[src/rtl/gate_exerciser.sv]
// Stimulus/check engine for a two-input gate: walks {a,b} through 00..11,
// samples the synchronized gate output and compares against a truth table.
module gate_exerciser #(
   parameter logic [3:0] EXPECT = 4'b0001,
   parameter int         SETTLE = 4
) (
   input  logic       clk,
   input  logic       rst_n,
   input  logic       start,
   input  logic       abort,
   input  logic       dut_y,
   output logic       drv_a,
   output logic       drv_b,
   output logic       busy,
   output logic       done,
   output logic       pass,
   output logic [3:0] fail_mask,
   output logic [7:0] run_count
);

   typedef enum logic [1:0] {IDLE, WAIT, SAMPLE, DONE} state_t;

   localparam logic [7:0] SETTLE_LAST = 8'(SETTLE - 1);

   state_t      state_q, state_d;
   logic [1:0]  vec_q, vec_d;
   logic [7:0]  cnt_q, cnt_d;
   logic [1:0]  sync_q;
   logic        busy_q, busy_d;
   logic        done_q, done_d;
   logic        pass_q, pass_d;
   logic [3:0]  fail_mask_q, fail_mask_d;
   logic [7:0]  run_count_q, run_count_d;
   logic        y_s;

   assign y_s = sync_q[1];

   always_comb begin
      state_d     = state_q;
      vec_d       = vec_q;
      cnt_d       = cnt_q;
      busy_d      = busy_q;
      done_d      = 1'b0;
      pass_d      = pass_q;
      fail_mask_d = fail_mask_q;
      run_count_d = run_count_q;
      case (state_q)
         IDLE: begin
            if (start) begin
               vec_d       = 2'd0;
               cnt_d       = 8'd0;
               fail_mask_d = 4'd0;
               pass_d      = 1'b0;
               busy_d      = 1'b1;
               state_d     = WAIT;
            end
         end
         WAIT: begin
            if (abort) begin
               state_d = IDLE;
               busy_d  = 1'b0;
               vec_d   = 2'd0;
            end else begin
               cnt_d = cnt_q + 8'd1;
               if (cnt_q == SETTLE_LAST) state_d = SAMPLE;
            end
         end
         SAMPLE: begin
            if (abort) begin
               state_d = IDLE;
               busy_d  = 1'b0;
               vec_d   = 2'd0;
            end else begin
               if (y_s != EXPECT[vec_q]) fail_mask_d[vec_q] = 1'b1;
               if (vec_q == 2'd3) begin
                  // Results land with the last sample so they are final when done is seen.
                  state_d = DONE;
                  done_d  = 1'b1;
                  pass_d  = (fail_mask_d == 4'd0);
                  vec_d   = 2'd0;
                  if (run_count_q != 8'hFF) run_count_d = run_count_q + 8'd1;
               end else begin
                  vec_d   = vec_q + 2'd1;
                  cnt_d   = 8'd0;
                  state_d = WAIT;
               end
            end
         end
         DONE: begin
            busy_d  = 1'b0;
            state_d = IDLE;
         end
         default: state_d = IDLE;
      endcase
   end

   always_ff @(posedge clk or negedge rst_n) begin
      if (!rst_n) begin
         state_q     <= IDLE;
         vec_q       <= 2'd0;
         cnt_q       <= 8'd0;
         sync_q      <= 2'd0;
         busy_q      <= 1'b0;
         done_q      <= 1'b0;
         pass_q      <= 1'b0;
         fail_mask_q <= 4'd0;
         run_count_q <= 8'd0;
      end else begin
         state_q     <= state_d;
         vec_q       <= vec_d;
         cnt_q       <= cnt_d;
         sync_q      <= {sync_q[0], dut_y};
         busy_q      <= busy_d;
         done_q      <= done_d;
         pass_q      <= pass_d;
         fail_mask_q <= fail_mask_d;
         run_count_q <= run_count_d;
      end
   end

   assign drv_a     = vec_q[1];
   assign drv_b     = vec_q[0];
   assign busy      = busy_q;
   assign done      = done_q;
   assign pass      = pass_q;
   assign fail_mask = fail_mask_q;
   assign run_count = run_count_q;

endmodule

[config.mk]
export PLATFORM = sky130hd
export DESIGN_NAME = gate_exerciser
export DESIGN_NICKNAME = d
export VERILOG_FILES = /design/src/rtl/gate_exerciser.sv
export SDC_FILE = /design/constraint.sdc
export NUM_CORES = 1
export LEC_CHECK = 0
export BUFFER_PORTS_ARGS = -buffer_cell sky130_fd_sc_hd__buf_2
export CAP_MARGIN = 20
export CORE_UTILIZATION = 60
export DETAILED_ROUTE_END_ITERATION = 10
export PLACE_DENSITY = 0.86
export SYNTH_ARGS = -nofsm -noshare
export SYNTH_HDL_FRONTEND = slang
export SYNTH_SLANG_ARGS = --single-unit
[constraint.sdc]
create_clock -name clk -period 3.9 [get_ports clk]
set_input_delay 0.195 -clock clk [delete_from_list [all_inputs] [get_ports clk]]
set_output_delay 0.195 -clock clk [all_outputs]
set_load 0.01 [all_outputs]
==> flow_summary.yaml <==
power_and_ir_drop:
  switching_share_pct: 36.1
  clkPwrFrac_pct: 25.7
  combPwrFrac_pct: 31.0
  powerDensity_mw_per_mm2: 463
  netSwitchingPower_uw: 299
  vdd_drop_max_v: 0.000431
  seqPwrFrac_pct: 43.4
  power_leakage_uw: 0.000903
  power_uw: 828
  p_int_uw: 529
floorplanning:
  die_area_mm2: 0.00286
  ioPinCount: 22
  die_height_um: 53.4
  die_w_um: 53.4
  core-area_mm2: 0.00250
  initial_core_util_pct: 63.5
  rows: 18
worst_setup_path:
  cp.depth: 6
  reg2reg_depth: 6
  critPathMaxStageDelay_ns: 0.53
  r2r_start: "state_q[1]"
  cp_max_fo: 18
  startpoint: "state_q[1]"
  critical_path.top_delay_family: "compound AO/OA/AOI/OAI gates"
  critPathBufInv: 1
  startpoint_type: "flip-flop"
  cp_cell_sequence: "inv_1, ha_1, nor2_1, o211ai_2, nor3_1, a211o_1"
  slowest_stage: "ha_1"
  crit_type: "reg2reg"
  cp.required_ns: 4.12
  critical_path_arrival_ns: 2.40
  r2r_setup_slack_ns: 1.72
  endpoint_kind: "flip-flop"
timing:
  min_period_ns: 2.18
  max-slew-margin-rel_pct: 57.6
  rsz0062_at_grt: "no"
  min_period_over_period_pct: 55.9
  setup_tns_ns: 0
  slew_viol_final: 0
  skew_ns: 0.00821
  setup_viol: 0
  fmax_mhz: 459
  setup_ws_ns: 1.72
  tightest_slew_ns: 0.636
  finalHoldViolCount: 0
cells_and_area:
  seq_area_um2: 726
  multiInputGateArea_um2: 801
  mostFrequentLayoutCells: "dfrtp_1 (29), nand2_1 (25), buf_2 (21), ha_1 (11), nor2_1 (10)"
  n_fill_cell: 185
  final_common_cell: "dfrtp_1"
  layout-drive-gt1-share_pct: 19.7
  syn_to_final_growth_pct: 12.7
  antennaDiodeCount: 0
  fin_area_mm2: 0.00179
  fin_nets: 203
placement:
  post-dp-hpwl_um: 2190
  dpl_cell_area_mm2: 0.00170
  gp_congestion: 0.779
  pre_cts_ws_ns: 1.74
  port_buffers: 21
global_route:
  grt_max_degree: 30
  antenna_found_initial: 0
  grt_overflow: 0
  grt_pass1_vias: 1178
  grt.total_usage_pct: 26.2
  grt_pass1_wl_um: 5160
clock_network:
  cts_buffers: 5
  cts_htree_levels: 2
  cts_max_path_buffers: 2
  insertion_delay_ns: 0.33
  cts_tree: "built"
  clkTransAtPathRegs_ns: 0.09
  cts-root-buf: "clkbuf_4"
  clock_sinks: 29
  cts_setup_buffers: 0
detailed_routing:
  drc: 0
  wl_per_cell_um: 14.5
  drt-vias-per-instance: 6.01
  firstDrtPassIters: 4
  drt-initial-drc-count: 20
  antenna_left: 0
  vias: 1310
  wirelength_um: 3170
worst_hold_path:
  min_delay_path_depth: 3
  hold_path.class: "in2reg"
  hold_path_startpoint: "start"
synth:
  syn_area_mm2: 0.00159
  synth_fp_nets: 178
  synth_edf_count: 0
  synth_cell_types: 39
  ys_seq_area_share_pct: 45.7
  syn_area_per_cell_um2: 9.80
  ys_ff_latch: 29
  yosysWarnings: 0
  synth-async-reset-ratio_pct: 100
  synth_cells: 162
  yosys_most_used_dff: "dfrtp_1"
run_status:
  outcome: "finished, final reports clean"
job:
  drv_cap: 0
-- worst min-delay path, cell delays in order --
cell	delay, ns
buf_2	0.11
a21oi_1	0.06
nor2_1	0.10
-- per-layer routing --
metal  vias up  wire (um)  GRT usage (%)
li1        620          -              -
met5         -          0              0
met2        30       1630           44.0
met1       650       1340           29.2
met4         0         80           15.8
met3        10        117           6.61
-- flip-flops by register name, indices dropped and copies added (netlist names) --
name / cells
fail_mask: 4
pass: 1
done: 1
state_q: 2
run_count: 8
busy: 1
vec_q: 2
sync_q: 2
cnt_q: 8
-- through the flow --
stage / hold WS [ns] / cells / utilization [%]
after floorplan: -0.101 / 162 / -
after global placement: 0.246 / 208 / 68.0
after detailed placement: 0.252 / 208 / 68.0
after CTS: 0.168 / 218 / 71.6
after global routing: 0.228 / 218 / 71.6
final: 0.186 / 218 / 71.6
-- area by class of cell --
cell class                 instances  share of cell area, %
clock buffer                       7                   3.64
clock inverter                     1                  0.280
inverter                           8                   1.68
multi-input combinational        120                   44.8
sequential                        29                   40.6
tap                               30                   2.10
timing repair buffer              23                   6.99
-- path summary, 6_finish.rpt --
kind | to
max | cnt_q[2]
min in group asynchronous | run_count[7]
max reg2reg | cnt_q[2]
max in group asynchronous | cnt_q[5]
min | busy
min reg2reg | sync_q[1]
-- cell usage after synthesis, drive strengths merged, types with 4 or more instances --
| master | count | area share, % |
|---|---|---|
| a21oi | 10 | 3.4 |
| and3 | 5 | 2.3 |
| inv | 8 | 1.9 |
| nor2 | 10 | 2.4 |
| nand3 | 8 | 2.5 |
| nor3 | 5 | 1.6 |
| dfrtp | 29 | 46 |
| nand2b | 6 | 2.4 |
| nand2 | 25 | 5.9 |
| mux2 | 5 | 3.8 |
| nand3b | 4 | 1.9 |
| o21ai | 4 | 1.3 |
| ha | 11 | 8.7 |
-- timing repair --
item,4_1_cts,5_1_grt
hold buffers,2,0
endpoints found under the hold margin,30,0
resized for setup,0,0
-- logic make-up after synthesis --
kind of cell / after synthesis / share of synthesized area, %
AOI/OAI and AO/OA: 28 / 11.7
xor gates and xnor gates: 3 / 1.66
adders and majority gates: 11 / 8.67
buffers and inverters: 13 / 3.86
DFF: 29 / 45.7
muxes: 6 / 4.41
and+or+nand+nor: 72 / 24.0
-- power by group through the flow --
stage | clock [uW] | combinational (uW) | sequential (uW)
after floorplan | 0 | 195 | 362
after global placement | 0 | 234 | 359
after detailed placement | 0 | 251 | 364
after CTS | 216 | 255 | 359
after global routing | 226 | 293 | 365
final | 213 | 256 | 359
No activity file was read; power rests on OpenSTA's default activity.
